===== src/rtl/pusch_fft_pkg.sv =====
// Shared definitions for the PUSCH FFT front end: default burst geometry and
// the burst controller state encoding.
package pusch_fft_pkg;

   localparam int unsigned DefWidth      = 18;
   localparam int unsigned DefN          = 64;
   localparam int unsigned DefCp0Len     = 20;
   localparam int unsigned DefCpLen      = 16;
   localparam int unsigned DefSymPerSlot = 14;

   typedef enum logic [2:0] {
      StIdle,
      StCpSkip,
      StLoad,
      StDrain,
      StGap
   } burst_state_e;

endpackage


===== src/rtl/fft_burst_ctrl.sv =====
// Slot-level burst controller: strips cyclic prefixes, streams N samples per
// symbol into the reorder buffer, then waits for the buffer to drain.
module fft_burst_ctrl
   import pusch_fft_pkg::*;
#(
   parameter int unsigned WIDTH        = DefWidth,
   parameter int unsigned N            = DefN,
   parameter int unsigned CP0_LEN      = DefCp0Len,
   parameter int unsigned CP_LEN       = DefCpLen,
   parameter int unsigned SYM_PER_SLOT = DefSymPerSlot
) (
   input  logic             clk,
   input  logic             rst,
   input  logic             start,
   input  logic [WIDTH-1:0] s_re,
   input  logic [WIDTH-1:0] s_im,
   input  logic             s_valid,
   output logic             s_ready,
   output logic [WIDTH-1:0] di_re,
   output logic [WIDTH-1:0] di_im,
   output logic             di_en,
   input  logic             ro_do_en,
   output logic [3:0]       sym_idx,
   output logic             busy,
   output logic             slot_done,
   output logic             err_gap,
   output logic             err_spur,
   output logic             err_tmo
);

   localparam int unsigned CntW  = $clog2(N) + 1;
   localparam int unsigned CpMax = (CP0_LEN > CP_LEN) ? CP0_LEN : CP_LEN;
   localparam int unsigned CpW   = $clog2(CpMax + 1);
   localparam int unsigned TmoW  = $clog2(2 * N) + 1;

   localparam logic [CntW-1:0] NLast   = CntW'(N - 1);
   localparam logic [TmoW-1:0] TmoLast = TmoW'(2 * N - 1);
   localparam logic [CpW-1:0]  Cp0     = CpW'(CP0_LEN);
   localparam logic [CpW-1:0]  Cp      = CpW'(CP_LEN);
   localparam logic [3:0]      LastSym = 4'(SYM_PER_SLOT - 1);

   burst_state_e     state_q, state_d;
   logic [3:0]       sym_q, sym_d;
   logic [CpW-1:0]   cp_q, cp_d;
   logic [CntW-1:0]  smp_q, smp_d;
   logic [TmoW-1:0]  tmo_q, tmo_d;
   logic [WIDTH-1:0] re_q, re_d, im_q, im_d;
   logic             den_q, den_d;
   logic             gap_q, gap_d, spur_q, spur_d, tmo_err_q, tmo_err_d;
   logic             accept, clr_err;

   assign s_ready = (state_q == StCpSkip) || (state_q == StLoad);
   assign accept  = s_valid && s_ready;

   always_comb begin
      state_d   = state_q;
      sym_d     = sym_q;
      cp_d      = cp_q;
      smp_d     = smp_q;
      tmo_d     = tmo_q;
      re_d      = '0;
      im_d      = '0;
      den_d     = 1'b0;
      clr_err   = 1'b0;
      gap_d     = gap_q;
      tmo_err_d = tmo_err_q;
      slot_done = 1'b0;

      unique case (state_q)
         StIdle: begin
            if (start) begin
               state_d = StCpSkip;
               sym_d   = '0;
               cp_d    = Cp0;
               smp_d   = '0;
               tmo_d   = '0;
               clr_err = 1'b1;
            end
         end
         StCpSkip: begin
            if (accept) begin
               if (cp_q <= CpW'(1)) begin
                  state_d = StLoad;
                  cp_d    = '0;
                  smp_d   = '0;
               end else begin
                  cp_d = cp_q - CpW'(1);
               end
            end
         end
         StLoad: begin
            if (accept) begin
               re_d  = s_re;
               im_d  = s_im;
               den_d = 1'b1;
               smp_d = smp_q + CntW'(1);
               if (smp_q == NLast) begin
                  state_d = StDrain;
                  smp_d   = '0;
                  tmo_d   = '0;
               end
            end else if (smp_q != '0) begin
               // Upstream stalled mid-symbol: drain what was written.
               gap_d   = 1'b1;
               state_d = StDrain;
               smp_d   = '0;
               tmo_d   = '0;
            end
         end
         StDrain: begin
            if (ro_do_en) begin
               tmo_d = '0;
               smp_d = smp_q + CntW'(1);
               if (smp_q == NLast) begin
                  state_d = StGap;
                  smp_d   = '0;
               end
            end else if (tmo_q == TmoLast) begin
               tmo_err_d = 1'b1;
               state_d   = StIdle;
               sym_d     = '0;
               smp_d     = '0;
               tmo_d     = '0;
            end else begin
               tmo_d = tmo_q + TmoW'(1);
            end
         end
         StGap: begin
            if (sym_q == LastSym) begin
               state_d   = StIdle;
               sym_d     = '0;
               slot_done = 1'b1;
            end else begin
               state_d = StCpSkip;
               sym_d   = sym_q + 4'd1;
               cp_d    = Cp;
            end
         end
         default: state_d = StIdle;
      endcase

      if (clr_err) begin
         gap_d     = 1'b0;
         tmo_err_d = 1'b0;
      end
      spur_d = (clr_err ? 1'b0 : spur_q) | (ro_do_en && (state_q != StDrain));
   end

   always_ff @(posedge clk or negedge rst) begin
      if (!rst) begin
         state_q   <= StIdle;
         sym_q     <= '0;
         cp_q      <= '0;
         smp_q     <= '0;
         tmo_q     <= '0;
         re_q      <= '0;
         im_q      <= '0;
         den_q     <= 1'b0;
         gap_q     <= 1'b0;
         spur_q    <= 1'b0;
         tmo_err_q <= 1'b0;
      end else begin
         state_q   <= state_d;
         sym_q     <= sym_d;
         cp_q      <= cp_d;
         smp_q     <= smp_d;
         tmo_q     <= tmo_d;
         re_q      <= re_d;
         im_q      <= im_d;
         den_q     <= den_d;
         gap_q     <= gap_d;
         spur_q    <= spur_d;
         tmo_err_q <= tmo_err_d;
      end
   end

   assign di_re    = re_q;
   assign di_im    = im_q;
   assign di_en    = den_q;
   assign sym_idx  = sym_q;
   assign busy     = (state_q != StIdle);
   assign err_gap  = gap_q;
   assign err_spur = spur_q;
   assign err_tmo  = tmo_err_q;

endmodule


===== config.mk =====
export PLATFORM = sky130hd
export DESIGN_NAME = fft_burst_ctrl
export DESIGN_NICKNAME = d
export VERILOG_FILES = /design/src/rtl/pusch_fft_pkg.sv /design/src/rtl/fft_burst_ctrl.sv
export SDC_FILE = /design/constraint.sdc
export NUM_CORES = 1
export LEC_CHECK = 0
export BUFFER_PORTS_ARGS = -buffer_cell sky130_fd_sc_hd__buf_2
export CORE_AREA = 2 2 66 99
export DETAILED_ROUTE_END_ITERATION = 12
export DIE_AREA = 0 0 68 101
export MAX_ROUTING_LAYER = met4
export PLACE_DENSITY = 0.76
export SLEW_MARGIN = 5
export SYNTH_ARGS = -nofsm -noshare
export SYNTH_HDL_FRONTEND = slang
export SYNTH_SLANG_ARGS = --single-unit

===== constraint.sdc =====
create_clock -name clk -period 2.15 [get_ports clk]
set_clock_uncertainty 0.05 [all_clocks]
set_input_delay 0.43 -clock clk [delete_from_list [all_inputs] [get_ports clk]]
set_output_delay 0.43 -clock clk [all_outputs]
set_load 0.05 [all_outputs]

# ---- Word level (Yosys, flattened, before mapping)
# Cells that the tools add are included.
dict set report word_totals {
  regBits 67
  latchBits 0
  ramBits 0
  mem_bits_ro 0
  inputBits 41
  output_inout_bits 47
  word_cells 114
  n_memories 0
}
dict set report classes {
  n_addsub 4
  n_mul 0
  n_div 0
  magnitude_cmp 1
  n_eq_ne 20
  n_shift 0
  n_mux 56
  n_bitwise 1
  reduce_logical 21
}
# operator n
set ops {}
lappend ops {{18-bit 2-to-1 mux} 4}
lappend ops {{7-bit 2-to-1 mux} 8}
lappend ops {{8-bit 2-to-1 mux} 6}
lappend ops {{7-bit case mux with 4 select lines} 1}
lappend ops {{3-bit 2-to-1 mux} 9}
lappend ops {{8-bit case mux with 3 select lines} 1}
lappend ops {{5-bit 2-to-1 mux} 4}
lappend ops {{1-bit 2-to-1 mux} 16}
lappend ops {{4-bit 2-to-1 mux} 4}
lappend ops {{3-bit case mux with 5 select lines} 1}
lappend ops {{5-bit case mux with 3 select lines} 1}
lappend ops {{4-bit case mux with 3 select lines} 1}
lappend ops {{4-bit AND reduction} 3}
lappend ops {{3-bit nonzero test} 4}
lappend ops {{2-bit != test, second input constant} 5}
lappend ops {{3-bit by 2-bit != test with 1-bit output, second input constant} 3}
lappend ops {{8-bit by 1-bit adder with 8-bit output, second input constant} 1}
lappend ops {{8-bit by 7-bit equality test with 1-bit output, second input constant} 1}
lappend ops {{2-bit nonzero test} 4}
lappend ops {{7-bit by 1-bit adder with 7-bit output, second input constant} 1}
lappend ops {{7-bit by 6-bit equality test with 1-bit output, second input constant} 1}
lappend ops {{7-bit AND reduction} 1}
lappend ops {{7-bit nonzero test} 1}
lappend ops {{3-bit by 2-bit equality test with 1-bit output, second input constant} 2}
lappend ops {{other kinds (15)} 20}

# ---- Depth between registers and ports, before layout
# Gate-level depths: netlist of run 1.
dict set report logic_depth {
  ltp_word 6
  mapped_depth 7
  mapped_depth_nobuf 7
}

# ---- Worst setup path before layout of run 1
# Ideal clock, no wire load.
dict set report synth_path {
  path_kind {register to output}
  startpoint {reg sym_q[0] (netlist: sym_idx[0])}
  endpoint {out slot_done}
  t_arrival_ns 1.742
  t_required_ns 1.670
  setup_slack_ns -0.072
  stages_incl_launch_ff 4
  path_buffers 0
  path_cell_list {dfrtp_1 -> ha_1 -> nand3_1 -> nor2_1}
}
dict set report synth_via {
  elab_chain_len 3
}
# item line_no
set synth_rtl {}
lappend synth_rtl {{start: declaration} fft_burst_ctrl.sv:43} ;# logic [3:0] sym_q, sym_d;
lappend synth_rtl {{start signal: assignment} fft_burst_ctrl.sv:164} ;# sym_q <= sym_d;
lappend synth_rtl {{4-bit equality test} fft_burst_ctrl.sv:129} ;# if (sym_q == LastSym) begin
lappend synth_rtl {{1-bit 2-to-1 mux} fft_burst_ctrl.sv:129}
lappend synth_rtl {{1-bit 2-to-1 mux} fft_burst_ctrl.sv:69} ;# unique case (state_q)
lappend synth_rtl {{end: declaration} fft_burst_ctrl.sv:25} ;# output logic slot_done,
# Every way passes these cells.

# ---- Worst setup path after layout of run 1
dict set report layout_path {
  startpoint {reg state_q[1]}
  endpoint {out s_ready}
}
dict set report layout_via {
  elab_chain_len 2
  elab_cells_between_ends 3
  cone_classes {eq/ne: 2; reduce/logical: 1}
}
# item line_no
set layout_rtl {}
lappend layout_rtl {{start: declaration} fft_burst_ctrl.sv:42} ;# burst_state_e state_q, state_d;
lappend layout_rtl {{start signal: assignment} fft_burst_ctrl.sv:151} ;# state_q <= StIdle;
lappend layout_rtl {{start signal: assignment} fft_burst_ctrl.sv:163} ;# state_q <= state_d;
lappend layout_rtl {{3-bit by 1-bit equality test with 1-bit output or 3-bit by 2-bit equality test with 1-bit output (tied branches)} fft_burst_ctrl.sv:52} ;# assign s_ready = (state_q == StCpSkip) || (state_q == StLoad);
lappend layout_rtl {{1-bit logical OR (*)} fft_burst_ctrl.sv:52}
lappend layout_rtl {{end: declaration} fft_burst_ctrl.sv:18} ;# output logic s_ready,
# Every way passes the cells marked *; elsewhere a longest branch is shown, timed or not.

==> metrics.md, run 1 <==
| Metric | Value |
|---|---|
| Status | finished clean |
| Die H | 101 um |
| Final Critical Period | 2.03 ns |
| Worst hold path class | in -> async |
| FP Rows | 35 |
| Final #Nets | 433 |
| Max-slew violations | 0 |
| Number of H-tree levels | 3 |
| Clk Latency, worst-skew pair | between 0.3 and 0.4 ns |
| Logic pwr share | 42.4% |
| GPL Wtd Cong | 0.902 |
| Power share of the sequential group | 35.2% |
| Area of the mapped netlist | between 2000 and 3000 sq um |
| Area grow syn2layout | 29.1% |
| NetSw | 2060 uW |
| Tcrit/Tclk final | 94.4% |
| Antenna-violating nets left | 0 |
| Leakage | 0.00197 uW |
| CTS Buffer Depth | 2 |
| Sw Ratio | 42.7% |
| TritonCTS Buffers | 9 |
| DIE WIDTH | 68 um |
| CP Class | reg -> out |
| CP Launch Type | flop |
| Drc violations | 0 |
| Ys async rst share | 100% |
| Register area share after synthesis | about 57% |
| IO Port Bufs | 87 |
| CTS tree | built |
| Largest net degree at the start of global routing | a little under 70 |
| Clock share of power | 22.5% |
| CP max FO | 9 |
| Core area | 6040 sq um |
| Starting Density | between 40% and 50% |
| Required time worst endpoint | about 1.7 ns |
| Vias per cell | about 5.3 |
| Via count | approximately 2500 |
| FILL cells | 488 |
| Slew headroom | between 70% and 80% |
| Crit end category | output port |
| Clock Pin Slew Worst Setup and Hold Paths | 0.07 ns |
| Final Hold Viols | 0 |
| Initial antenna violation count | 0 |
| Mapped Nets | 328 |
| Finish-stage setup viols | 0 |
| Hold-fix buffers, CTS | 0 |
| Post-DP Area | 3570 sq um |
| Dpl hpwl | 4.93 mm |
| IO Count | 88 |
| CP arrival | between 1.5 and 2 ns |
| Post-synthesis register bit count | 67 |
| Ant diodes | 0 |
| Peak VDD IR | 0.000782 V |
| Vias in the first global route | 2506 |
| Design Area, Final | 3790 sq um |
| Worst-Margin Slew | 0.441 ns |
| Routed WL | 6.77 mm |
| First-pass GRT wire length | 11.0 mm |
| Total clock sinks | 67 |
| Warnings, synthesis | 0 |
| Syn_area_per_cell | 10.5 sq um |
| Max_cap viols | 0 |
| Setup tns final | 0 ns |
| Gr ovfl total | 0 |
| RSZ-0062 raised after global routing | no |
| Most frequent cells in the layout | buf_2 (86), dfrtp_1 (66), and2_1 (36) |
| Setup Buffers After CTS | 0 |
| Most common cell after layout, fill and taps aside | buf_2 |
| Global-route usage over all layers | 22.4% |
| Number of synthesized flops with an enable pin | 0 |
| FMAX | around 490 MHz |
| Power density cells | around 1300 nW/um^2 |
| Layout cells sized above 1 | 33.3% |
| Initial drt markers | 202 |
| Clock Tree Root | clkbuf_8 |
| Internal power | 2760 uW |
| Wire length per cell | 14.6 um |
| Drt pass-1 iters | 4 |
| Die area | just under 7000 sq um |
| Distinct cell type count after synthesis | 45 |
| Ys flop type | dfrtp_1 |
| Cells after synthesis | 280 |
[critical path, stage by stage, from the launching register on]
cell	delay, ns
dfrtp_1	0.47
buf_4	0.21
xnor2_1	0.13
nor2_1	0.17
buf_4	0.24
[layer usage]
| metal | up-vias | wire, um | GRT usage, % |
|---|---|---|---|
| met5 | - | 0 | - |
| met4 | 0 | 131 | 10.8 |
| met3 | 13 | 594 | 7.49 |
| met2 | 108 | 3470 | 35.8 |
| met1 | 1175 | 2580 | 24.4 |
| li1 | 1172 | - | - |
[synth_stat cells, types with 2 or more instances]
master | count | area, sq um
nor3b_1 | 2 | 15.0
o21ai_0 | 21 | 105
a21oi_1 | 9 | 45.0
o21a_1 | 2 | 15.0
o21ba_2 | 2 | 20.0
nor4_1 | 3 | 18.8
a31oi_1 | 11 | 68.8
nor3_1 | 4 | 20.0
nand3_1 | 7 | 35.0
and2_1 | 36 | 225
a21o_1 | 2 | 15.0
nand2_1 | 26 | 97.6
ha_1 | 7 | 87.6
mux2i_1 | 2 | 20.0
nor2_1 | 19 | 71.3
buf_2 | 3 | 15.0
inv_1 | 14 | 52.6
clkbuf_1 | 6 | 22.5
and3_1 | 4 | 25.0
o211ai_1 | 3 | 22.5
o31ai_1 | 2 | 15.0
or3_1 | 3 | 18.8
nor3_2 | 2 | 20.0
dfrtp_1 | 67 | 1680
nand2b_1 | 3 | 18.8
[through the flow]
| step | total power (uW) | std cells | hold slack, ns | setup slack [ns] | utilization, % |
|---|---|---|---|---|---|
| CTS | 4840 | 464 | 0.0463 | 0.0501 | 62.6 |
| finish | 4820 | 464 | 0.0327 | 0.120 | 62.8 |
| detailed placement | 3740 | 448 | 0.425 | 0.127 | 59.2 |
| global placement | 3680 | 448 | 0.426 | 0.168 | 59.2 |
| global route | 5130 | 464 | 0.0544 | 0.00640 | 62.8 |
| floorplan | 3100 | 280 | 0.0844 | 0.141 | - |
[final timing paths]
check                           start         to  slack, ns  cells past startpoint
setup / recovery           state_q[1]    s_ready       0.12                      4
hold / removal                    rst    err_tmo       0.03                      2
setup reg to reg             smp_q[2]   tmo_q[3]       0.16                      7
hold reg to reg               err_tmo    err_tmo       0.44                      1
max in group asynchronous         rst    cp_q[3]       1.72                      2
min in group clk             s_im[12]  di_im[12]       0.23                      2
[kinds of logic after synthesis]
family,after synthesis,share of synthesized area [%]
simple gates,116,21.3
flops,67,57.1
compound gates,62,13.8
buf+inv,23,3.07
fa+ha+maj,7,2.98
mux,4,1.45
xor+xnor,1,0.298
[flip-flops by register name, indices dropped and copies added (netlist names)]
signal    count
sym_idx       4
err_gap       1
di_en         1
state_q       3
cp_q          5
smp_q         7
di_re        18
di_im        18
tmo_q         8
err_spur      1
err_tmo       1
[cell type report]
| class | instances | area (sq um) | share of cell area (%) |
|---|---|---|---|
| Clock buffer | 10 | 138 | 3.63 |
| Clock inverter | 6 | 71.3 | 1.88 |
| Inverter | 14 | 52.6 | 1.39 |
| Multi-Input combinational cell | 190 | 1180 | 31.0 |
| Sequential cell | 67 | 1680 | 44.2 |
| Tap cell | 74 | 92.6 | 2.44 |
| Timing Repair Buffer | 103 | 583 | 15.4 |
[timing repair]
| item | in CTS | in global routing |
|---|---|---|
| endpoints found under the hold margin | 0 | 0 |
| resized for setup | 0 | 4 |
| endpoints found under the setup margin | 0 | 3 |
[power by group through the flow]
stage                     clock network [uW]  logic, uW  registers, uW
final                                   1080       2040           1700
after global routing                    1160       2240           1730
after CTS                               1110       2040           1690
after detailed placement                   0       2020           1710
after global placement                     0       1980           1700
after floorplan                            0       1020           2080
Power figures use the tool's default switching activity.
==> run 2, diff against run 1 <==
Settings changed: MAX_ROUTING_LAYER met4 to unset.
==> run 2 against run 1 <==
Effect of this change: cell area unchanged; critical path type unchanged; total power increased by 0.17%; critical path depth is the same; worst setup slack worse by 0.0057 ns; largest power group unchanged; routed wire length about the same; critical endpoint unchanged.
==> metrics.md, run 2 (synthesized netlist as in run 1, its figures left out) <==
| Metric | Value |
|---|---|
| Dpl hpwl | 4.93 mm |
| IO Count | roughly 90 |
| Initial antenna violation count | 0 |
| Register area | roughly 1700 sq um |
| Drt pass-1 iters | 4 |
| Setup Buffers After CTS | 0 |
| Crit end category | output port |
| Worst-Margin Slew | ~0.45 ns |
| Clk Latency, worst-skew pair | 0.34 ns |
| Max stage delay on crit path | about 0.47 ns |
| Clock Tree Root | clkbuf_8 |
| Die H | 101 um |
| Via count | between 2000 and 2500 |
| Power density cells | roughly 1300 nW/um^2 |
| Crit path depth | 4 |
| Final Hold Viols | 0 |
| Drc violations | 0 |
| CTS tree | built |
| First-pass GRT wire length | 11.0 mm |
| Leakage | roughly 0.002 uW |
| FMAX | 491 MHz |
| Layout cells sized above 1 | between 30% and 40% |
| Vias in the first global route | 2505 |
| Worst hold path class | in -> async |
| Gr ovfl total | 0 |
| R2r setup slk | 0.16 ns |
| FP Rows | 35 |
| Core area | roughly 6000 sq um |
| Most common cell after layout, fill and taps aside | buf_2 |
| DIE WIDTH | 68 um |
| Area grow syn2layout | 29.1% |
| Tcrit/Tclk final | 94.7% |
| WL met3 | 629 um |
| Global-route usage over all layers | approximately 22% |
| Starting Density | about half |
| WL met2 | between 3 and 4 mm |
| Die area | 6870 sq um |
| CP Launch Type | flop |
| CP arrival | 1.56 ns |
| Worst path top cell family by delay | flip-flops |
| Worst R2R Start | smp_q[2] |
| Clock Pin Slew Worst Setup and Hold Paths | 0.07 ns |
| CP max FO | 9 |
| CP Class | reg -> out |
| R2R Path End | tmo_q[3] |
| Finish-stage setup viols | 0 |
| Crit path cell chain | buf_4 -> xnor2_1 -> nor2_1 -> buf_4 |
| TritonCTS Buffers | 9 |
| Number of H-tree levels | 3 |
| Vias per cell | 5.25 |
| Setup tns final | 0 ns |
| Design Area, Final | 3790 sq um |
| Final Critical Period | 2.04 ns |
| Critical path's most frequent cell | buf_4 |
| Max-slew violations | 0 |
| M1 wire length | 2.63 mm |
| Peak VDD IR | 0.000781 V |
| Hold Worst Slack | 0.0313 ns |
| R2R depth | 7 |
| Max_cap viols | 0 |
| RSZ-0062 raised after global routing | no |
| FILL cells | slightly below 500 |
| Buf+Inv Stages, Crit Path | 2 |
| IO Port Bufs | 87 |
| Most frequent cells in the layout | buf_2 (86), dfrtp_1 (66), and2_1 (36) |
| DR top layer | met4 |
| Multi-input gate area | ~1200 sq um |
| Final #Nets | 433 |
| Status | finished clean |
| Required time worst endpoint | 1.67 ns |
| GPL Wtd Cong | 0.887 |
| Slew headroom | a little over two thirds |
| Ant diodes | 0 |
| Wire length per cell | 14.6 um |
| Initial drt markers | 188 |
| Largest net degree at the start of global routing | 68 |
| Routed WL | 6.77 mm |
| CTS Buffer Depth | 2 |
| Antenna-violating nets left | 0 |
| Post-DP Area | 3570 sq um |
| Highest-delay cell along the critical path | dfrtp_1 |
| Total clock sinks | 67 |
[run 2: cell counts in the layout (fill, tap and decap cells not counted)]
Identical to the previous run, type by type.
[run 2: area by class of cell]
cell class,count,share of cell area [%]
Tap cell,74,2.44
Multi-Input combinational cell,190,31.0
Sequential cell,67,44.2
Inverter,14,1.39
Timing Repair Buffer,103,15.4
Clock buffer,10,3.63
Clock inverter,6,1.88
[run 2: worst max-delay path by stage]
| stage | to | start | slack (ns) |
|---|---|---|---|
| 2_1_floorplan | slot_done | sym_idx[0] | 0.14 |
| 3_3_place_gp | state_q[1] | s_valid | 0.17 |
| 3_5_place_dp | state_q[1] | s_valid | 0.13 |
| 6_report | s_ready | state_q[1] | 0.11 |
| 4_1_cts | s_ready | state_q[1] | 0.05 |
| 5_1_grt | s_ready | state_q[1] | 0.009 |
[run 2: timing repair]
action / 4_1_cts / 5_1_grt
resized for setup: 0 / 4
setup endpoints to repair: 0 / 3
hold buffers: 0 / 0
[run 2: routing by layer]
layer | global-route usage (%) | vias up
met2 | 36.1 | 103
li1 | - | 1175
met3 | 9.50 | 7
met1 | 23.2 | 1152
met4 | 9.38 | 0
met5 | 0 | -
[run 2: metrics by stage]
stage	setup slack, ns	instances	power (uW)	utilization (%)
after global placement	0.168	448	3680	59.2
after floorplan	0.141	280	3100	-
final	0.114	464	4830	62.8
after CTS	0.0501	464	4840	62.6
after detailed placement	0.127	448	3740	59.2
after global routing	0.00919	464	5130	62.8
[run 2: report_power, final]
part / switching (uW) / internal (uW)
logic: 1350 / 699
registers: 211 / 1490
clock network: 512 / 577
total: 2070 / 2760
==> run 3, diff against run 2 <==
Settings changed: BUFFER_PORTS_ARGS -buffer_cell sky130_fd_sc_hd__buf_2 to -buffer_cell sky130_fd_sc_hd__buf_4, CTS_CLUSTER_SIZE set to 8.
Clock period 2.15 ns to 1.9 ns, I/O delays scaled along.
==> run 3 against run 2 <==
Effect of this change: sequential share of layout area is 4.3 points lower; cell area is 11% higher; first-iteration DRC count is 20% lower; routed wire length up 7.0%; largest cell class unchanged; highest routed layer unchanged; the flow now finishes with violations (setup timing); global-route usage is 0.79 points higher; clock power grew 8%; critical endpoint is now state_q[1]; utilization is 6.8 points higher; sequential power rose by 9%; register-to-register slack got worse by 0.21 ns; worst setup slack got worse by 0.16 ns; flip-flop and latch count is the same.
==> metrics.md, run 3 (synthesized netlist as in run 1, its figures left out) <==
| Metric | Value |
|---|---|
| Status | complete, but fails checks |
| Failing checks | setup timing |
| Most frequent cells in the layout | buf_4 (115), dfrtp_1 (65), and2_1 (36) |
| TritonCTS Buffers | 9 |
| Initial antenna violation count | 0 |
| Clock Tree Root | clkbuf_8 |
| Total clock sinks | 67 |
| Setup crit start | cp_q[4] |
| Starting Density | 48.6% |
| CP max FO | 4 |
| Power density cells | 1390 nW/um^2 |
| Die area | 6870 sq um |
| First-pass GRT wire length | 11.5 mm |
| Area grow syn2layout | 43.1% |
| CP Class | reg -> reg |
| Max-slew violations | 0 |
| Initial drt markers | 151 |
| IO Count | 88 |
| GPL Wtd Cong | 0.908 |
| CTS Buffer Depth | 2 |
| DIE WIDTH | between 60 and 70 um |
| DR top layer | met4 |
| Final Critical Period | 1.95 ns |
| Worst R2R Start | cp_q[4] |
| Finish-stage setup viols | 2 |
| Layout cells sized above 1 | 39.1% |
| FMAX | 514 MHz |
| Design Area, Final | 4200 sq um |
| Final setup margin | -0.0471 ns |
| CP arrival | 2.11 ns |
| Peak VDD IR | 0.000826 V |
| Clk Latency, worst-skew pair | 0.33 ns |
| Global-route usage over all layers | 22.4% |
| Required time worst endpoint | 2.06 ns |
| Vias per cell | between 5 and 6 |
| Final #Nets | 451 |
| Dpl hpwl | 5.29 mm |
| Max_cap viols | 0 |
| Worst hold path class | in -> reg |
| Crit path cell chain | or4b_4 -> o21ai_2 -> o211ai_1 -> nor3_2 -> mux2_4 |
| Tcrit/Tclk final | 102% |
| Drt pass-1 iters | 5 |
| IO Port Bufs | 87 |
| Slew headroom | roughly 70% |
| Routed WL | 7.25 mm |
| Largest net degree at the start of global routing | 38 |
| WL met2 | approximately 3.7 mm |
| Clock Pin Slew Worst Setup and Hold Paths | 0.07 ns |
| Hold Worst Slack | 0.200 ns |
| Final Hold Viols | 0 |
| Drc violations | 0 |
| Worst-Margin Slew | 0.447 ns |
| Min-Delay Startpoint | s_im[10] |
| Wire length per cell | ~15 um |
| CP Launch Type | flop |
| FP Rows | 35 |
| Max stage delay on crit path | 0.55 ns |
| Number of H-tree levels | 3 |
| Highest-delay cell along the critical path | or4b_4 |
| Most common cell after layout, fill and taps aside | buf_4 |
| Leakage | about 0.0021 uW |
| Crit end category | flop |
| Vias in the first global route | 2601 |
| Die H | 101 um |
| Core area | between 6000 and 7000 sq um |
| CTS tree | built |
| Ant diodes | 0 |
| M1 wire length | 2.85 mm |
| WL met3 | 524 um |
| Antenna-violating nets left | 0 |
| Post-DP Area | 3860 sq um |
| Via count | 2529 |
| Gr ovfl total | 0 |
| RSZ-0062 raised after global routing | yes |
run 3: cell count changes in the layout (fill, tap and decap cells not counted), sizes merged:
cell         delta
buf            +17
clkbuf          +1
dlygate4sd3     +1
inv             -2
run 3: per-layer routing:
| layer | GRT usage, % | vias up |
|---|---|---|
| met5 | 0 | - |
| met4 | 10.0 | 0 |
| met3 | 7.26 | 12 |
| met2 | 37.8 | 100 |
| met1 | 25.2 | 1205 |
| li1 | - | 1212 |
run 3: worst max-delay path, delay by kind of cell, from the launching register on:
kind | cells | cell delay [ns]
AO/OA/AOI/OAI | 2 | 0.31
flip-flops | 1 | 0.41
multiplexers | 1 | 0.33
AND/OR/NAND/NOR | 2 | 0.74
run 3: path summary, 6_finish.rpt:
kind | end | slack (ns) | cells after the start
min in group asynchronous | err_tmo | 0.48 | 2
max in group asynchronous | di_re[17] | 0.79 | 3
max | state_q[1] | -0.05 | 5
min reg2reg | err_tmo | 0.46 | 1
min | di_im[10] | 0.20 | 2
max reg2reg | state_q[1] | -0.05 | 5
run 3: final cells by class:
cell class / count / area [sq um]
clock buffer: 11 / 151
multi-input combinational: 190 / 1230
fill: 473 / 1840
sequential: 67 / 1680
inverter: 14 / 52.6
timing repair buffer: 121 / 947
clock inverter: 4 / 50.0
tap: 74 / 92.6
run 3: what timing repair did:
item                       CTS  global route
hold endpoints to repair    32             0
gates resized for setup      6            10
setup buffers                5             5
hold buffers                 1             0
setup endpoints to repair   11            19
pin swaps                    1             3
run 3: through the flow:
| step | power [uW] | utilization [%] | setup slack [ns] | TNS (ns) | instances |
|---|---|---|---|---|---|
| after detailed placement | 4420 | 63.9 | -0.103 | -0.574 | 456 |
| after global routing | 6170 | 69.5 | -0.173 | -1.74 | 481 |
| after floorplan | 3510 | - | 0.0284 | 0 | 280 |
| after global placement | 4350 | 63.9 | 0.0125 | 0 | 456 |
| final | 5830 | 69.5 | -0.0471 | -0.0519 | 481 |
| after CTS | 5730 | 68.3 | -0.0259 | -0.0259 | 476 |
run 3: power by group:
part           internal (uW)  leakage [uW]  switching [uW]  total (uW)
Sequential              1690      0.000903             173        1860
Clock                    668     0.0000974             514        1180
Combinational           1100       0.00109            1690        2790
